**config.mk**
```make
export PLATFORM = sky130hd
export DESIGN_NAME = bp_update_scheduler
export DESIGN_NICKNAME = d
export VERILOG_FILES = /design/src/rtl/bp_update_scheduler.sv
export SDC_FILE = /design/constraint.sdc
export NUM_CORES = 1
export LEC_CHECK = 0
export CORE_UTILIZATION = 48
export CTS_BUF_LIST = sky130_fd_sc_hd__clkbuf_16
export CTS_CLUSTER_DIAMETER = 60
export DETAILED_ROUTE_END_ITERATION = 8
export DONT_BUFFER_PORTS = 1
export GPL_ROUTABILITY_DRIVEN = 0
export HOLD_SLACK_MARGIN = 0.06
export MAX_ROUTING_LAYER = met4
export SYNTH_ARGS = -nofsm -noshare
export SYNTH_HDL_FRONTEND = slang
export SYNTH_SLANG_ARGS = --single-unit
```
**constraint.sdc**
```tcl
create_clock -name clk -period 3.1 [get_ports clk]
set_input_delay 0.155 -clock clk [delete_from_list [all_inputs] [get_ports clk]]
set_output_delay 0.155 -clock clk [all_outputs]
set_load 0.01 [all_outputs]
```
**src/rtl/bp_update_scheduler.sv**
```systemverilog
// Branch history table port controller: table clear after reset, lookup/update arbitration,
// in-order in-flight prediction tracking. Define BP_STATS_EN to add lookup/mispredict counters.
module bp_update_scheduler #(
    parameter int IDX_W     = 4,
    parameter int Q_DEPTH   = 4,
    parameter int MAX_STALL = 3
) (
    input  logic             clk,
    input  logic             rst_n,
    input  logic             lk_valid,
    input  logic [31:0]      lk_pc,
    output logic             lk_ready,
    output logic             lk_pred,
    input  logic             res_valid,
    input  logic             res_taken,
    output logic             res_ready,
    output logic             mispredict,
    input  logic             flush,
    output logic             bht_we,
    output logic [IDX_W-1:0] bht_idx,
    output logic [1:0]       bht_wdata,
    input  logic [1:0]       bht_rdata,
    output logic             init_done
`ifdef BP_STATS_EN
    ,
    output logic [15:0]      stat_lookups,
    output logic [15:0]      stat_mispred
`endif
);

    localparam int PTR_W = (Q_DEPTH > 1) ? $clog2(Q_DEPTH) : 1;
    localparam int CNT_W = PTR_W + 1;
    localparam int ST_W  = (MAX_STALL > 0) ? $clog2(MAX_STALL + 1) : 1;

    typedef enum logic {
        S_INIT,
        S_RUN
    } state_t;

    state_t             state;
    logic [IDX_W-1:0]   init_cnt;

    logic [IDX_W-1:0]   q_idx [Q_DEPTH];
    logic [1:0]         q_ctr [Q_DEPTH];
    logic [PTR_W-1:0]   wr_ptr;
    logic [PTR_W-1:0]   rd_ptr;
    logic [CNT_W-1:0]   q_count;

    logic               pend_full;
    logic [IDX_W-1:0]   pend_idx;
    logic [1:0]         pend_data;
    logic [ST_W-1:0]    stall_cnt;

    logic               run;
    logic               q_full;
    logic               q_empty;
    logic               force_wr;
    logic               grant_lk;
    logic               lk_contend;
    logic               drain_ok;
    logic               pop;
    logic               lk_fire;
    logic               pend_wr;
    logic [IDX_W-1:0]   lk_idx;
    logic [1:0]         head_ctr;
    logic [1:0]         head_next;
    logic               unused_pc;

    assign lk_idx    = lk_pc[IDX_W-1:0];
    assign unused_pc = ^lk_pc[31:IDX_W];
    assign head_ctr  = q_ctr[rd_ptr];

    // Saturating 2-bit counter step for the resolving branch
    always_comb begin
        head_next = head_ctr;
        if (res_taken) begin
            if (head_ctr != 2'b11)
                head_next = head_ctr + 2'd1;
        end else begin
            if (head_ctr != 2'b00)
                head_next = head_ctr - 2'd1;
        end
    end

    // Port arbitration. Whether the pending update drains is judged before the lookup's
    // own readiness is known, so a blocked lookup still counts as contending here.
    always_comb begin
        run        = (state == S_RUN);
        q_full     = (q_count == CNT_W'(Q_DEPTH));
        q_empty    = (q_count == '0);
        force_wr   = run && pend_full && (stall_cnt == ST_W'(MAX_STALL));
        grant_lk   = run && !flush && !force_wr;
        lk_contend = lk_valid && grant_lk;
        drain_ok   = pend_full && (force_wr || !lk_contend);
        res_ready  = run && !flush && !q_empty && (!pend_full || drain_ok);
        pop        = res_valid && res_ready;
        lk_ready   = grant_lk && (!q_full || pop);
        lk_fire    = lk_valid && lk_ready;
        pend_wr    = run && pend_full && !lk_fire;
    end

    // rst_n gates the write strobe so the array is never written while reset is held
    always_comb begin
        bht_we    = rst_n && (!run || pend_wr);
        bht_idx   = lk_idx;
        bht_wdata = pend_data;
        if (!run) begin
            bht_idx   = init_cnt;
            bht_wdata = 2'b10;
        end else if (pend_wr) begin
            bht_idx = pend_idx;
        end
    end

    assign lk_pred = bht_rdata[1];

    always_ff @(posedge clk) begin
        if (lk_fire) begin
            q_idx[wr_ptr] <= lk_idx;
            q_ctr[wr_ptr] <= bht_rdata;
        end
    end

    always_ff @(posedge clk or negedge rst_n) begin
        if (!rst_n) begin
            state      <= S_INIT;
            init_cnt   <= '0;
            init_done  <= 1'b0;
            wr_ptr     <= '0;
            rd_ptr     <= '0;
            q_count    <= '0;
            pend_full  <= 1'b0;
            pend_idx   <= '0;
            pend_data  <= 2'b00;
            stall_cnt  <= '0;
            mispredict <= 1'b0;
        end else begin
            mispredict <= 1'b0;
            case (state)
                S_INIT: begin
                    init_cnt <= init_cnt + 1'b1;
                    if (init_cnt == {IDX_W{1'b1}}) begin
                        state     <= S_RUN;
                        init_done <= 1'b1;
                    end
                end
                S_RUN: begin
                    mispredict <= pop && (res_taken != head_ctr[1]);
                    if (flush) begin
                        wr_ptr  <= '0;
                        rd_ptr  <= '0;
                        q_count <= '0;
                    end else begin
                        if (lk_fire)
                            wr_ptr <= wr_ptr + 1'b1;
                        if (pop)
                            rd_ptr <= rd_ptr + 1'b1;
                        q_count <= q_count + CNT_W'(lk_fire) - CNT_W'(pop);
                    end

                    if (pop) begin
                        pend_full <= 1'b1;
                        pend_idx  <= q_idx[rd_ptr];
                        pend_data <= head_next;
                    end else if (pend_wr) begin
                        pend_full <= 1'b0;
                    end

                    if (pend_wr)
                        stall_cnt <= '0;
                    else if (pend_full)
                        stall_cnt <= stall_cnt + 1'b1;
                end
                default: state <= S_INIT;
            endcase
        end
    end

`ifdef BP_STATS_EN
    always_ff @(posedge clk or negedge rst_n) begin
        if (!rst_n) begin
            stat_lookups <= '0;
            stat_mispred <= '0;
        end else begin
            if (lk_fire && (stat_lookups != 16'hFFFF))
                stat_lookups <= stat_lookups + 16'd1;
            if (mispredict && (stat_mispred != 16'hFFFF))
                stat_mispred <= stat_mispred + 16'd1;
        end
    end
`endif

endmodule
```
## Yosys cells after proc, flatten, opt, wreduce, memory -nomap -nowiden

Memory sizes are Yosys's and may differ from the RTL's. A register that Yosys moved wholly into a read port is not among the register bits.
Index checks and enable logic that the tools add are counted.

- Output and inout port bits: 12
- Logic and storage cells: 85
- Register bits: 19
- Input port bits: 40
- RAM bits: 24
- Memories kept: 2

- Eq/ne operators: 5
- Reductions and logical operators: 39
- Bitwise operators: 1
- Muxes and demuxes: 20
- Add/sub/neg operators: 8

Memory list:

| memory | depth | width | rd ports | clocked after Yosys merged registers in | wr ports | RTL line | source |
|---|---|---|---|---|---|---|---|
| q_idx | 4 | 4 | 1 | 1 | 1 | 43 | `logic [IDX_W-1:0] q_idx [Q_DEPTH];` |
| q_ctr | 4 | 2 | 1 | 0 | 1 | 44 | `logic [1:0] q_ctr [Q_DEPTH];` |

Operators by type and width:

| cell | number |
|---|---|
| 2-to-1 mux 2 bit | 10 |
| logical AND 1 bit | 14 |
| AND reduction 2 bit | 6 |
| nonzero test 2 bit | 5 |
| logical NOT 1 bit | 9 |
| adder 2 x 1 -> 2 bit, second input constant | 4 |
| 2-to-1 mux 4 bit | 2 |
| 2-to-1 mux 1 bit | 7 |
| adder 4 x 1 -> 4 bit, second input constant | 1 |
| == test 4 bit, second input constant | 1 |
| logical OR 1 bit | 4 |
| adder 3 x 1 -> 3 bit | 1 |
| == test 3 bit, second input constant | 1 |
| logical NOT 3 bit | 1 |
| 2-to-1 mux 3 bit | 1 |
| subtractor 3 x 1 -> 3 bit | 1 |
| == test 2 bit, second input constant | 1 |
| inequality test 2 bit, second input constant | 1 |
| subtractor 2 x 1 -> 2 bit, second input constant | 1 |
| inequality test 1 bit | 1 |
| NOT 1 bit | 1 |

## Logic depth before layout (Yosys ltp)

- Depth after elaboration: 18
- Gate-level depth with buffers: 14
- Gate-level depth less buffers: 14

## Worst setup path after synthesis

No wires, ideal clock.

- Path kind: register -> register
- Start: reg stall_cnt[0]
- End: reg q_count[2]
- Data required time: 2,971 ps
- Clock period less this slack: 2,492 ps
- Arrival: 2,362 ps
- Buffers on the path: 0
- Stages on the path, launching flop included: 15
- Setup time: 129 ps
- Slack: 608 ps
- Cell sequence: dfrtp_1 -> ha_1 -> and3b_4 -> o211a_4 -> nor2_4 -> inv_2 -> ha_1 -> inv_1 -> ha_1 -> inv_1 -> fa_1 -> xor2_1 -> o21ai_0 -> nand2_1 -> o21ai_0

- Longest elaborated chain between the ends: 17

RTL lines:

| what | RTL line | source |
|---|---|---|
| start, declared | 52 | `logic [ST_W-1:0] stall_cnt;` |
| start signal, assigned | 172 | `stall_cnt <= stall_cnt + 1'b1;` |
| == test 2 bit (*) | 91 | `force_wr = run && pend_full && (stall_cnt == ST_W'(MAX_STALL));` |
| logical AND 1 bit (*) | 91 |  |
| logical NOT 1 bit | 92 | `grant_lk = run && !flush && !force_wr;` |
| logical AND 1 bit | 92 |  |
| logical AND 1 bit | 93 | `lk_contend = lk_valid && grant_lk;` |
| logical NOT 1 bit | 94 | `drain_ok = pend_full && (force_wr \|\| !lk_contend);` |
| logical OR 1 bit | 94 |  |
| logical AND 1 bit | 94 |  |
| logical OR 1 bit | 95 | `res_ready = run && !flush && !q_empty && (!pend_full \|\| drain_ok);` |
| logical AND 1 bit | 95 |  |
| logical AND 1 bit | 96 | `pop = res_valid && res_ready;` |
| logical OR 1 bit | 97 | `lk_ready = grant_lk && (!q_full \|\| pop);` |
| logical AND 1 bit | 97 |  |
| logical AND 1 bit | 98 | `lk_fire = lk_valid && lk_ready;` |
| adder 3 x 1 -> 3 bit | 158 | `q_count <= q_count + CNT_W'(lk_fire) - CNT_W'(pop);` |
| subtractor 3 x 1 -> 3 bit (*) | 158 |  |
| 2-to-1 mux 3 bit (*) | 149 | `if (flush) begin` |
| end signal, assigned | 158 |  |
| end, declared | 47 | `logic [CNT_W-1:0] q_count;` |

Mark *: on every way between the ends. The rest lies on a longest branch, timed or not.
A chain may end at the register's enable or synchronous reset.

## Worst setup path in the final report

- Start: reg pend_full
- End: reg q_count[2]

- Longest elaborated chain between the ends: 17
- Elaborated cells between the ends (all ways): 18
- Those cells by class: add/sub (2); mux (1); reduce/logical (15)

RTL lines:

| what | RTL line | source |
|---|---|---|
| start, declared | 49 | `logic pend_full;` |
| start signal, assigned | 132 | `pend_full <= 1'b0;` |
| start signal, assigned | 162 | `pend_full <= 1'b1;` |
| start signal, assigned | 166 | `pend_full <= 1'b0;` |
| logical AND 1 bit (2 in series) | 91 |  |
| logical NOT 1 bit | 92 |  |
| logical AND 1 bit | 92 |  |
| logical AND 1 bit | 93 |  |
| logical NOT 1 bit | 94 |  |
| logical OR 1 bit | 94 |  |
| logical AND 1 bit | 94 |  |
| logical OR 1 bit | 95 |  |
| logical AND 1 bit | 95 |  |
| logical AND 1 bit | 96 |  |
| logical OR 1 bit | 97 |  |
| logical AND 1 bit | 97 |  |
| logical AND 1 bit | 98 |  |
| adder 3 x 1 -> 3 bit | 158 |  |
| subtractor 3 x 1 -> 3 bit (*) | 158 |  |
| 2-to-1 mux 3 bit (*) | 149 |  |

Marked as above.

==> impl_metrics.toml <==
[clock_network]
path_clk_slew_ns = 0.07
tritoncts = "built"
clockBufferDepth = 2
cts_hold_buf = 9
cts_resized = 0
cts-root-buf = "clkbuf_16"
clock_sinks = 47
insertion_delay_ns = 0.28
postCtsSetupBuffers = 0
numCtsBuffers = 5
htree_num_levels = 2

[critical_path]
critPathSlowestCell = "dfrtp_1"
cp_cell_sequence = "and3b_4, o211a_4, nor2_4, inv_2, ha_1, inv_1, ha_1, inv_1, fa_1, xor2_1, o21ai_0, nand2_1, o21ai_0"
r2r_end = "q_count[2]"
crit_required_ns = 3.26
r2r_setup_slack_ns = 0.41
critPathLaunch = "pend_full"
startpoint_type = "flip-flop"
reg2reg_from = "pend_full"
critPathCaptureType = "flip-flop"
crit_fanout = 13
path_class = "flip-flop to flip-flop"
crit_arrival_ns = 2.85
max_stage_delay_ns = 0.52
endpoint = "q_count[2]"
rr_worst_depth = 13

[timing]
worst_pin_slew_ns = 1.07
worst_slack_ns = 0.414
slew_headroom = 0.287
skew_ns = 0.00403
setup_tns_ns = 0
post-route-period-util = 0.867
min_period_ns = 2.69
rsz0062_at_grt = "false"
fmaxAchievable_mhz = 372
finalSetupViolCount = 0
slew_viol_final = 0
hold_viol_final = 0

[place]
dp_cells = 223
preCtsSetupSlack_ns = 0.411
io_buffers = 0
dpl.hpwl_um = 3080

[synthesis]
ys_types = 49
ys_seq_area_frac = 0.556
synth_nets = 228
netlist_instances = 179
ys_warn_count = 0
synth_area_um2 = 2330
yosys_register_bits = 47
syn_area_per_cell_um2 = 13.0

[final_layout]
final_cell_count_no_fill = 240
syn_to_final_growth_pct = 11.8
diodes = 0
drive_above_1_share = 0.144
final_nets = 236

[floorplanning]
design.die.area_um2 = 5140
pin_count = 52
start_util = 0.517
die_h_um = 71.7
die_x_um = 71.7
core_area_um2 = 4500
row_count = 24

[grt]
antenna_found_initial = 0
track_usage = 0.208
grt_pass1_wl_um = 7620
grt_overflow_total = 0
grt_max_degree = 24
grt_pass1_vias = 1522

[detailed_routing]
via_per_inst = 6.08
dr.pass1.iters = 4
vias = 1459
antenna_left = 0
drc_errors = 0
drtIter0Drc = 102
wl_per_cell_um = 19.0
wirelength_um = 4560

[pwr]
power_w = 0.00187
ir_worst_vdd_v = 0.000436
p_leak_nw = 1.04
cellPowerDensity_nw_per_um2 = 718

[worst_hold_path]
worstHoldStart = "res_taken"
hold_path_depth = 2
hold_path.class = "input port to flip-flop"

[run_status]
status = "finished clean"

[run]
max_cap_violations = 0
[worst min-delay path by stage]
stage	slack, ns	endpoint
4_1_cts	0.09	mispredict
5_1_grt	0.11	mispredict
6_report	0.09	mispredict
3_3_place_gp	-0.14	q_count[2]
3_5_place_dp	-0.14	stall_cnt[1]
2_1_floorplan	-0.14	init_cnt[0]
[per-layer routing]
metal	part of all wire	routed length [µm]	track usage
met1	0.44	1990	0.262
met5	0	0	-
met2	0.49	2230	0.323
met4	0.0088	40	0.0784
met3	0.066	299	0.0563
[sequential cells by signal, summed over array words and instances, names as in the netlist]
name        count
pend_idx        4
q_idx          16
wr_ptr          2
run             1
q_ctr           8
mispredict      1
pend_data       2
pend_full       1
q_count         3
init_cnt        4
stall_cnt       2
rd_ptr          2
init_done       1
[area by class of cell]
cell class / count / area [µm²]
Clock buffer: 5 / 125
Clock inverter: 3 / 46.3
Fill cell: 378 / 1900
Inverter: 11 / 41.3
Multi-Input combinational cell: 110 / 917
Sequential cell: 47 / 1300
Tap cell: 52 / 65.1
Timing Repair Buffer: 12 / 113
[layout by cell type, fill, tap and decap left out, drive strengths merged, types with 6 or more instances in the layout]
master	n
edfxtp	24
and3	6
mux4	6
dlygate4sd3	9
dfrtp	23
nand2	16
nor2	7
ha	8
o21ai	12
inv	12
nand3	8
[cells by family (layout without fill, tap and decap cells)]
group / count (synthesis) / count (layout) / synth area share
multiplexers: 11 / 11 / 0.0886
adder cells (fa/ha/maj): 9 / 9 / 0.0516
flip-flops: 47 / 47 / 0.556
AND/OR/NAND/NOR: 46 / 46 / 0.110
AO/OA/AOI/OAI: 38 / 38 / 0.121
buffers and inverters: 22 / 31 / 0.0499
XOR/XNOR: 6 / 6 / 0.0226
[critical path, delay by kind of cell (launching register included)]
kind            cells  cell delay, ns
xor+xnor            1            0.16
buf+inv             3            0.19
fa+ha+maj           3            0.77
flops               1            0.52
simple gates        3            0.48
compound gates      3            0.44
[report_power, final]
group	total, W	leakage (nW)	internal (W)	switching, W
logic	0.000408	0.452	0.000186	0.000222
registers	0.000844	0.512	0.000754	0.0000899
clock network	0.000617	0.0804	0.000383	0.000234
[through the flow]
step	utilization	area, µm²	hold WS (ns)
after global routing	0.578	2600	0.107
after detailed placement	0.520	2340	-0.140
after global placement	0.520	2340	-0.140
after floorplan	-	2330	-0.141
after CTS	0.578	2600	0.0932
final	0.578	2600	0.0947
[Yosys cell counts, drive strengths merged]
master | count | share of area
edfxtp | 24 | 0.31
dfrtp | 23 | 0.25
nand2 | 16 | 0.026
o21ai | 12 | 0.026
inv | 11 | 0.018
buf | 8 | 0.027
ha | 8 | 0.043
nand3 | 8 | 0.017
nor2 | 7 | 0.014
and3 | 6 | 0.016
mux4 | 6 | 0.064
mux2 | 5 | 0.024
a21oi | 4 | 0.0086
xnor2 | 4 | 0.015
clkbuf | 3 | 0.0048
a22o | 2 | 0.0075
a2bb2oi | 2 | 0.0075
a311oi | 2 | 0.0075
a31o | 2 | 0.0075
nor3 | 2 | 0.0091
o211a | 2 | 0.012
o211ai | 2 | 0.0086
o22ai | 2 | 0.0054
xor2 | 2 | 0.0075
a21boi | 1 | 0.0032
a21o | 1 | 0.0032
a221o | 1 | 0.0043
a31oi | 1 | 0.0027
a41o | 1 | 0.0043
and2 | 1 | 0.0027
and3b | 1 | 0.0054
fa | 1 | 0.0086
nand3b | 1 | 0.0086
nand4 | 1 | 0.0027
nor2b | 1 | 0.0027
nor4 | 1 | 0.0027
o221a | 1 | 0.0048
o2bb2ai | 1 | 0.0038
o32a | 1 | 0.0043
or2 | 1 | 0.0027
Power figures use the tool's default switching activity.
